$ cat config.mk
export PLATFORM = sky130hd
export DESIGN_NAME = sequencia_tx
export DESIGN_NICKNAME = d
export VERILOG_FILES = /design/src/rtl/sequencia_pkg.sv /design/src/rtl/sequencia_tx_shift.sv /design/src/rtl/sequencia_tx.sv
export SDC_FILE = /design/constraint.sdc
export NUM_CORES = 1
export LEC_CHECK = 0
export BUFFER_PORTS_ARGS = -buffer_cell sky130_fd_sc_hd__buf_2
export CAP_MARGIN = 15
export CORE_MARGIN = 2
export CORE_UTILIZATION = 30
export DETAILED_ROUTE_END_ITERATION = 16
export PLACE_DENSITY = 0.58
export SYNTH_ARGS = -nofsm -noshare
export SYNTH_HDL_FRONTEND = slang
export SYNTH_SLANG_ARGS = --single-unit
$ cat constraint.sdc
create_clock -name clk -period 5.05 [get_ports clk]
set_clock_uncertainty 0.2 [all_clocks]
set_input_delay 0.7575 -clock clk [delete_from_list [all_inputs] [get_ports clk]]
set_output_delay 0.7575 -clock clk [all_outputs]
set_load 0.02 [all_outputs]
$ cat src/rtl/sequencia_pkg.sv
// Shared definitions for the serial word generator and its matching detector.
package sequencia_pkg;

    localparam int DEFAULT_WIDTH = 8;

    typedef enum logic [1:0] {
        IDLE = 2'd0,
        SEND = 2'd1,
        GAP  = 2'd2
    } state_t;

endpackage

$ cat src/rtl/sequencia_tx_shift.sv
// Parallel-load left shift register; the MSB is the next serial bit to leave.
module sequencia_shift #(
    parameter int WIDTH = 8
) (
    input  logic             clk,
    input  logic             rst_n,
    input  logic             load,
    input  logic             shift_en,
    input  logic [WIDTH-1:0] din,
    output logic             msb
);

    logic [WIDTH-1:0] shift_q;
    logic [WIDTH-1:0] shift_d;

    always_comb begin
        shift_d = shift_q;
        if (load) begin
            shift_d = din;
        end else if (shift_en) begin
            shift_d = {shift_q[WIDTH-2:0], 1'b0};
        end
    end

    always_ff @(posedge clk or negedge rst_n) begin
        if (!rst_n) begin
            shift_q <= '0;
        end else begin
            shift_q <= shift_d;
        end
    end

    assign msb = shift_q[WIDTH-1];

endmodule

$ cat src/rtl/sequencia_tx.sv
// Serial word generator: sends a stored pattern MSB-first a programmable number
// of times, with a programmable idle gap between consecutive words.
module sequencia_tx
    import sequencia_pkg::*;
#(
    parameter int WIDTH = DEFAULT_WIDTH,
    parameter int REP_W = 4,
    parameter int GAP_W = 4
) (
    input  logic             clk,
    input  logic             rst_n,
    input  logic             setar_palavra,
    input  logic [WIDTH-1:0] palavra,
    input  logic             start,
    input  logic [REP_W-1:0] repeticoes,
    input  logic [GAP_W-1:0] intervalo,
    input  logic             abortar,
    output logic             bit_out,
    output logic             bit_valid,
    output logic             ocupado,
    output logic             concluido
);

    localparam int BIT_W = $clog2(WIDTH);
    localparam logic [BIT_W-1:0] BIT_LAST = BIT_W'(WIDTH - 1);

    state_t state_q, state_d;
    logic [WIDTH-1:0] pattern_q, pattern_d;
    logic [REP_W-1:0] word_cnt_q, word_cnt_d;
    logic [GAP_W-1:0] gap_len_q, gap_len_d;
    logic [GAP_W-1:0] gap_cnt_q, gap_cnt_d;
    logic [BIT_W-1:0] bit_cnt_q, bit_cnt_d;
    logic             concluido_q, concluido_d;

    logic             sh_load;
    logic             sh_shift;
    logic [WIDTH-1:0] sh_din;
    logic             sh_msb;

    sequencia_shift #(
        .WIDTH (WIDTH)
    ) u_shift (
        .clk      (clk),
        .rst_n    (rst_n),
        .load     (sh_load),
        .shift_en (sh_shift),
        .din      (sh_din),
        .msb      (sh_msb)
    );

    always_comb begin
        state_d     = state_q;
        pattern_d   = pattern_q;
        word_cnt_d  = word_cnt_q;
        gap_len_d   = gap_len_q;
        gap_cnt_d   = gap_cnt_q;
        bit_cnt_d   = bit_cnt_q;
        concluido_d = 1'b0;
        sh_load     = 1'b0;
        sh_shift    = 1'b0;
        sh_din      = pattern_q;

        case (state_q)
            IDLE: begin
                if (setar_palavra) begin
                    pattern_d = palavra;
                end
                // A pattern written in the start cycle is the one sent.
                if (start && !abortar) begin
                    sh_load    = 1'b1;
                    sh_din     = setar_palavra ? palavra : pattern_q;
                    word_cnt_d = (repeticoes == '0) ? REP_W'(1) : repeticoes;
                    gap_len_d  = intervalo;
                    gap_cnt_d  = '0;
                    bit_cnt_d  = BIT_LAST;
                    state_d    = SEND;
                end
            end

            SEND: begin
                if (abortar) begin
                    word_cnt_d = '0;
                    gap_cnt_d  = '0;
                    bit_cnt_d  = '0;
                    state_d    = IDLE;
                end else if (bit_cnt_q == '0) begin
                    word_cnt_d = word_cnt_q - REP_W'(1);
                    if (word_cnt_q == REP_W'(1)) begin
                        concluido_d = 1'b1;
                        state_d     = IDLE;
                    end else if (gap_len_q != '0) begin
                        gap_cnt_d = gap_len_q;
                        state_d   = GAP;
                    end else begin
                        sh_load   = 1'b1;
                        bit_cnt_d = BIT_LAST;
                    end
                end else begin
                    sh_shift  = 1'b1;
                    bit_cnt_d = bit_cnt_q - BIT_W'(1);
                end
            end

            GAP: begin
                if (abortar) begin
                    word_cnt_d = '0;
                    gap_cnt_d  = '0;
                    bit_cnt_d  = '0;
                    state_d    = IDLE;
                end else if (gap_cnt_q == GAP_W'(1)) begin
                    gap_cnt_d = '0;
                    sh_load   = 1'b1;
                    bit_cnt_d = BIT_LAST;
                    state_d   = SEND;
                end else begin
                    gap_cnt_d = gap_cnt_q - GAP_W'(1);
                end
            end

            default: begin
                state_d = IDLE;
            end
        endcase
    end

    always_ff @(posedge clk or negedge rst_n) begin
        if (!rst_n) begin
            state_q     <= IDLE;
            pattern_q   <= '0;
            word_cnt_q  <= '0;
            gap_len_q   <= '0;
            gap_cnt_q   <= '0;
            bit_cnt_q   <= '0;
            concluido_q <= 1'b0;
        end else begin
            state_q     <= state_d;
            pattern_q   <= pattern_d;
            word_cnt_q  <= word_cnt_d;
            gap_len_q   <= gap_len_d;
            gap_cnt_q   <= gap_cnt_d;
            bit_cnt_q   <= bit_cnt_d;
            concluido_q <= concluido_d;
        end
    end

    // All outputs decode registered state only.
    assign bit_valid = (state_q == SEND);
    assign bit_out   = (state_q == SEND) & sh_msb;
    assign ocupado   = (state_q != IDLE);
    assign concluido = concluido_q;

endmodule

Yosys cells after proc, flatten, opt, wreduce, memory -nomap -nowiden:

Cells that the tools add are included.

* output and inout bits: 4
* flip-flop bits (word level): 34
* input port bits: 21
* word-level logic and storage cells: 89

* bitwise logic cells: 1
* equal/unequal tests: 13
* reductions and logical operators: 14
* muxes and demuxes: 50
* add/subtract/negate cells: 3

Operator list (number)
* 4-bit two-way mux: 12
* 8-bit two-way mux: 5
* 4-bit case mux with 3 select lines: 2
* 3-bit two-way mux: 7
* 1-bit two-way mux: 14
* 2-bit two-way mux: 7
* 5-bit AND reduction: 2
* 3-bit case mux with 3 select lines: 1
* 4-bit by 1-bit == test with 1-bit output, second input constant: 2
* 4-bit inequality test, second input constant: 2
* 4-bit AND reduction: 2
* 4-bit by 1-bit subtractor with 4-bit output, second input constant: 2
* 3-bit by 2-bit inequality test with 1-bit output, second input constant: 2
* 3-bit inequality test, second input constant: 2
* 2-bit case mux with 3 select lines: 1
* 4-bit zero test: 1
* 2-bit inequality test, second input constant: 2
* 4-bit by 2-bit inequality test with 1-bit output, second input constant: 1
* 2-bit nonzero test: 2
* 4-bit nonzero test: 1
* 3-bit zero test: 1
* 1-bit case mux with 3 select lines: 1
* 3-bit nonzero test: 1
* 3-bit by 1-bit subtractor with 3-bit output, second input constant: 1
* 7 further kinds: 7

Longest topological paths before layout:

Gate-level depths: netlist of the first run.

* depth in word-level cells: 7
* mapped depth: 7
* gate-level depth less buffers: 6

Hierarchy:

From an unflattened synthesis of the first run, not the netlist that was laid out.

* cell total of the unflattened synthesis: 191
* area total of the unflattened synthesis: 2003.2 um2

By module, submodules not included
* sequencia_tx: area each 1634.1 um2, instances 1, sequential area each 650.6 um2, cells an instance 157
* sequencia_shift: area each 369.1 um2, instances 1, sequential area each 200.2 um2, cells an instance 34

Least setup slack after synthesis of the first run:

No wires, ideal clock.

* path type: reg-to-reg
* start point: register state_q[1]
* end point: register word_cnt_q[0]
* slack: 2911 ps
* library setup time: 125 ps
* period minus slack after synthesis: 2139 ps
* arrival: 1814 ps
* cell stages (with the launch flop): 8
* data required time: 4725 ps
* path buffers: 1
* cells stage by stage: dfrtp_1 inv_1 ha_1 nor2b_1 buf_2 a21oi_1 and2_1 mux2_2

* cells in the longest elaborated chain, start to end: 3
* elaborated cells on any way between the ends: 9
* those cells by class: eq/ne: 5; mux: 1; reduce/logical: 3

Ends and longest elaborated chain
* start, declared: RTL line sequencia_tx.sv:27 `state_t state_q, state_d;`
* start signal, assigned: RTL line sequencia_tx.sv:136 `state_q <= state_d;`
* 2-bit by 1-bit == test with 1-bit output *
* net bit_valid: RTL line sequencia_tx.sv:19 `output logic bit_valid,`
* 3-bit by 2-bit inequality test with 1-bit output (no line) or 3-bit nonzero test (tied branches)
* 4-bit AND reduction (no line)
* end signal, assigned: RTL line sequencia_tx.sv:138 `word_cnt_q <= word_cnt_d;`
* end, declared: RTL line sequencia_tx.sv:29 `logic [REP_W-1:0] word_cnt_q, word_cnt_d;`

The timed path passes the listed nets; every way through them passes the cells marked *.
A chain may end at the register's enable or synchronous reset.

Final worst setup path of the first run:

* start point: register state_q[1]
* end point: register state_q[1]

* cells in the longest elaborated chain, start to end: 3
* elaborated cells on any way between the ends: 9
* those cells by class: eq/ne: 6; mux: 1; reduce/logical: 2

Ends and longest elaborated chain
* 2-bit by 1-bit == test with 1-bit output (tied with other cells): RTL line sequencia_tx.sv:63 `case (state_q)`
* 4-bit by 2-bit inequality test with 1-bit output (no line) (tied with other cells)
* 4-bit AND reduction (no line)

Parallel ways exist; a longest one is shown, timed or not.

==> impl_metrics.yaml, run 1 <==
placed_design:
  port_buffers: 24
  hpwl_microns: 2960
  post-place-ws_ps: 2500
  place_congestion: 0.786
timing:
  rsz0062_at_grt: "false"
  worst_pin_slew_ps: 764
  hold_viol: 0
  drv_slew: 0
  finalSetupTns_ps: 0
  setup_violations: 0
  relSlewSlack_pct: 49.1
  setup_slack_ps: 2600
  finalCritPeriodShare_pct: 48.5
  fmax_ghz: 0.408
  fin_crit_ps: 2450
global_routing:
  grt-ovfl-total: 0
  grt_pass1_wl_microns: 6800
  grt_usage_pct: 11.6
  grt_pass1_vias: 1402
  antenna_found_initial: 0
  grt_max_degree: 35
critical_path:
  critPathCapture: "state_q[1]"
  critical_path.startpoint: "state_q[1]"
  arrival_ps: 2420
  r2r_end: "state_q[1]"
  worst-r2r-setup-slack_ps: 2600
  start_kind: "register"
  critPathRequiredTime_ps: 5020
  worst-r2r-cell-count: 6
  reg2reg_from: "state_q[1]"
  path_max_fanout: 9
  end_kind: "register"
  path_class: "reg -> reg"
clocking:
  cts_buffer_depth: 2
  cts_hold_buf: 0
  ctsHtreeMaxLevel: 2
  cts_sinks: 34
  worstSkewPairLatency_ps: 290
  clockRootBuffer: "clkbuf_8"
  cts_tree: "yes"
  cts_buffers: 5
  cts.clk_slew.worst_paths_ps: 70
  post_cts_resized: 0
  postCtsSetupBuffers: 0
logic_synthesis:
  yosysTopAreaCell: "dfrtp_1"
  synth_ff_type: "dfrtp_1"
  yosys_warnings: 0
  yosysSeqAreaShare_pct: 41.9
  synth_edf_count: 0
  synth_area_per_cell_sq_um: 11.1
  syn_area_sq_um: 2030
  ys_ff_latch: 34
  yosys-top-cells-area: "dfrtp_1 42%, mux2i_1 12%, mux2_2 10%, ha_1 6.2%, nor3_1 2.5%"
  synth_fp_nets: 213
  yosysMostFrequentCell: "dfrtp_1"
  synthArstFlopShare_pct: 100
  ys_top_cells_by_count: "34 x dfrtp_1, 24 x mux2i_1, 18 x mux2_2"
  synth.top_cell.area_share_pct: 41.9
  ys_types: 43
  syn_inst: 182
run:
  drv_cap: 0
route:
  drt-initial-drc-count: 79
  firstDrtPassIters: 4
  drc: 0
  num_vias: 1438
  wl_microns: 4040
  avgViaCountPerCell: 5.03
  ant_nets: 0
  wl_per_cell_microns: 14.1
power:
  leakage_nw: 1.10
  p_per_area_nw_per_um2: 618
  peakVddDrop_mv: 0.202
floorplanning:
  die_x_microns: 86.2
  io_pins: 25
  die_h_microns: 86.2
  start_util_pct: 31.4
  rows: 29
  die_area_sq_um: 7430
  coreArea_sq_um: 6460
layout:
  final_util_pct: 36.2
  syn2layout_area_growth_pct: 15.4
  drive_gt1_share_pct: 28.2
  num_antenna_cells: 0
  fin_nets: 240
run_status:
  status: "complete, no violations"
min_path:
  hold_class: "reg -> reg"
==> area by class of cell <==
type | count | area [sq um]
clock inverters | 1 | 30.0
fillers | 654 | 4120
well taps | 77 | 96.3
clock buffers | 6 | 82.6
inverters | 13 | 48.8
multi-input cells | 131 | 1110
flip-flops and latches | 34 | 851
repair buffers | 24 | 120
==> where the power goes <==
group / switching [mW] / leakage, nW / internal (mW)
combinational: 0.340 / 0.624 / 0.337
clock: 0.103 / 0.0573 / 0.158
sequential: 0.106 / 0.418 / 0.403
==> kinds of logic (layout without fill, tap and decap cells) <==
group / count (synthesis) / count (layout) / share of synthesized area, %
muxes: 44 / 44 / 23.3
adders and majority gates: 10 / 10 / 6.17
DFF: 34 / 34 / 41.9
buffers and inverters: 17 / 44 / 3.27
and+or+nand+nor: 51 / 51 / 14.9
AOI/OAI and AO/OA: 25 / 25 / 9.99
xor gates and xnor gates: 1 / 1 / 0.432
==> metal layers <==
layer | vias up | GRT usage, % | part of all wire (%)
li1 | 714 | - | -
met1 | 680 | 15.8 | 48
met2 | 42 | 17.8 | 45
met3 | 2 | 3.81 | 6.0
met4 | 0 | 3.27 | 0.54
met5 | - | 0 | 0
==> state kept, by name, summed over array words and instances (netlist names) <==
register,flops
pattern_q,8
u_shift.shift_q,8
gap_cnt_q,4
gap_len_q,4
word_cnt_q,4
bit_cnt_q,3
state_q,2
concluido,1
==> cell usage in the layout (no fill, tap or decap), types with 5 or more instances in the layout <==
cell type / instances
dfrtp_1: 34
mux2i_1: 24
buf_2: 24
mux2_2: 18
inv_1: 13
nor3_1: 10
nand2_1: 10
ha_1: 10
clkbuf_8: 6
nand3_1: 5
==> metrics by stage <==
stage               power, mW  instance area (sq um)  hold WS [ps]  cells
finish                   1.45                   2340           307    286
global route             1.57                   2340           317    286
CTS                      1.46                   2340           311    286
detailed placement       1.19                   2230           295    279
global placement         1.18                   2230           286    279
floorplan                1.04                   2030           262    182
==> critical path, cell delays in order (launching register included) <==
cell      delay (ps)
dfrtp_1          410
inv_1             90
ha_1             250
nor2b_1          510
nand2_2          300
nand4b_1         220
mux2_2           350
==> worst min-delay path by stage <==
stage / depth (start not counted) / slack [ps] / endpoint / from
floorplan: 0 / 260 / bit_cnt_q[0] / rst_n
global placement: 1 / 290 / pattern_q[3] / pattern_q[3]
detailed placement: 1 / 290 / pattern_q[1] / pattern_q[1]
CTS: 1 / 310 / pattern_q[3] / pattern_q[3]
global route: 1 / 320 / pattern_q[1] / pattern_q[1]
finish: 1 / 310 / pattern_q[4] / pattern_q[4]
Power figures use the tool's default switching activity.
==> run 2: changes to the inputs <==
Settings changed: ABC_AREA set to 1.
Clock period 5.05 ns to 2.3 ns, I/O delays scaled along.
==> run 2 against run 1 <==
  * Sequential power rose by 110%
  * Non-clock buffer count rose by 3
  * Critical path type unchanged
  * Area after synthesis rose by 4.9%
  * Setup slack got worse by 2400 ps
  * Clock power rose by 110%
  * Register-to-register slack got worse by 2400 ps
  * Largest power group unchanged
  * Synthesized cell count rose by 61%
  * Critical endpoint is now u_shift.shift_q[0]
  * Flip-flop and latch count did not move
  * Combinational power rose by 110%
  * Critical path depth rose by 3
  * Wire length rose by 13%
  * Core utilization fell by 0.16 points
==> impl_metrics.yaml, run 2 <==
run_status:
  status: "complete, no violations"
route:
  firstDrtPassIters: 5
  drc: 0
  wl_per_cell_microns: 10.9
  drt-initial-drc-count: 134
  num_vias: 1848
  avgViaCountPerCell: 4.42
  wl_microns: 4550
  ant_nets: 0
layout:
  syn2layout_area_growth_pct: 15.8
  fin_nets: 352
  multi_input_area_sq_um: 1080
  drive_gt1_share_pct: 16.8
  num_antenna_cells: 0
  final_common_cell: "nand2_1"
  reg.largest.list: "pattern_q: 8 flops, u_shift.shift_q: 8 flops"
  seq_area_sq_um: 851
  final_cell_mix: "95 x nand2_1, 38 x o21ai_0, 34 x inv_1, 34 x dfrtp_1"
  fillerInstances: 756
power:
  peakVddDrop_mv: 0.428
  leakage_nw: 1.25
  p_per_area_nw_per_um2: 1220
global_routing:
  globalRouteMet1Util_pct: 18.1
  grt_pass1_vias: 1673
  use_met2_pct: 20.4
  grt_pass1_wl_microns: 7850
  gr-usage-met3_pct: 2.80
  busiest_layer: "met2"
  grt-ovfl-total: 0
  antenna_found_initial: 0
  grt_usage_pct: 13.0
  grt_max_degree: 35
timing:
  relSlewSlack_pct: 47.3
  fmax_ghz: 0.488
  fin_crit_ps: 2050
  rsz0062_at_grt: "false"
  setup_slack_ps: 250
  hold_viol: 0
  finalSetupTns_ps: 0
  setup_violations: 0
  finalCritPeriodShare_pct: 89.1
  worst_pin_slew_ps: 791
  drv_slew: 0
  timing.hold.ws_ps: 68.8
logic_synthesis:
  synth_ff_type: "dfrtp_1"
  ys_ff_latch: 34
  ys_types: 28
  synth_area_per_cell_sq_um: 7.26
  syn_inst: 293
  yosys_warnings: 0
  syn_area_sq_um: 2130
  synth_fp_nets: 324
  yosys-top-cells-area: "dfrtp_1 40%, nand2_1 17%, o21ai_0 8.9%, inv_1 6.0%, ha_1 5.9%"
  ys_top_cells_by_count: "95 x nand2_1, 38 x o21ai_0, 34 x dfrtp_1, 34 x inv_1, 24 x nand3_1"
  yosysSeqAreaShare_pct: 40.0
  yosysTopAreaCell: "dfrtp_1"
  synth.top_cell.area_share_pct: 40.0
  yosysMostFrequentCell: "nand2_1"
  synth_edf_count: 0
  synthArstFlopShare_pct: 100
run:
  drv_cap: 0
floorplanning:
  rows: 30
  io_pins: 25
  coreArea_sq_um: 6830
  die_h_microns: 88.2
  die_area_sq_um: 7780
  start_util_pct: 31.2
  die_x_microns: 88.2
clocking:
  clockRootBuffer: "clkbuf_8"
  cts.clk_slew.worst_paths_ps: 70
  post_cts_resized: 0
  cts_sinks: 34
  worstSkewPairLatency_ps: 280
  cts_tree: "yes"
  cts_buffer_depth: 2
  cts_buffers: 5
  ctsHtreeMaxLevel: 2
critical_path:
  critPathCapture: "u_shift.shift_q[0]"
  worst-r2r-setup-slack_ps: 250
  worst-r2r-cell-count: 9
  arrival_ps: 2020
  path_max_fanout: 18
  start_kind: "register"
  path_class: "reg -> reg"
  end_kind: "register"
  reg2reg_from: "state_q[0]"
  r2r_end: "u_shift.shift_q[0]"
  critical_path.startpoint: "state_q[0]"
  critPathRequiredTime_ps: 2280
placed_design:
  post-place-ws_ps: 248
  port_buffers: 24
  place_congestion: 0.777
  hpwl_microns: 3390
min_path:
  hold_class: "in -> reg"
## run 2: changes by cell type after synthesis, sizes merged, moves of 7 or more
cell | previous run | this run
nor2 | 4 | 16
o21ai | 4 | 41
mux2 | 20 | 0
nand3 | 5 | 26
nand2 | 11 | 102
nor3 | 10 | 3
mux2i | 24 | 0
inv | 13 | 41
## run 2: metal layers
metal / wire, microns / vias to the layer above
li1: - / 985
met1: 2280 / 829
met2: 2110 / 32
met3: 124 / 2
met4: 39 / 0
met5: 0 / -
## run 2: repair_timing
action	in CTS	in global routing
endpoints found under the hold margin	34	0
setup buffers	0	0
hold buffers	1	0
## run 2: logic make-up after synthesis
family / synth area share, %
compound gates: 11.8
xor+xnor: 0.823
fa+ha+maj: 5.88
buf+inv: 9.05
flops: 40.0
simple gates: 32.5
## run 2: how the worst min path moves through the flow
| stage | slack (ps) | from | end | cells past startpoint |
|---|---|---|---|---|
| 3_3_place_gp | 280 | rst_n | u_shift.shift_q[7] | 1 |
| 2_1_floorplan | -150 | rst_n | bit_cnt_q[0] | 0 |
| 3_5_place_dp | 280 | bit_cnt_q[0] | bit_cnt_q[0] | 2 |
| 4_1_cts | 60 | intervalo[0] | gap_len_q[0] | 3 |
| 5_1_grt | 100 | intervalo[3] | gap_len_q[3] | 3 |
| 6_report | 70 | intervalo[0] | gap_len_q[0] | 3 |
## run 2: critical path, cell delays in order (launching register included)
cell,delay (ps)
dfrtp_1,410
inv_1,90
ha_1,250
inv_2,160
nor2_4,330
nor2_2,100
nand2_4,120
nand2_4,120
nand3_1,100
nand2_1,50
## run 2: power by group
part	switching, mW	internal [mW]
logic	0.907	0.496
registers	0.177	0.872
clock network	0.218	0.324
## run 2: layout make-up
| cell class | count | share of cell area, % |
|---|---|---|
| Sequential cell | 34 | 34.5 |
| Multi-Input combinational cell | 212 | 44.0 |
| Clock buffer | 7 | 3.10 |
| Inverter | 41 | 6.35 |
| Timing Repair Buffer | 27 | 5.89 |
| Tap cell | 96 | 4.88 |
| Clock inverter | 1 | 1.22 |
## run 2: metrics by stage
stage	instance area, sq um	std cells	util (%)	power, mW
5_1_grt	2460	418	36.1	3.30
4_1_cts	2460	418	36.1	3.02
3_3_place_gp	2350	409	34.4	2.46
3_5_place_dp	2350	409	34.4	2.46
2_1_floorplan	2130	293	-	2.13
6_report	2460	418	36.1	2.99
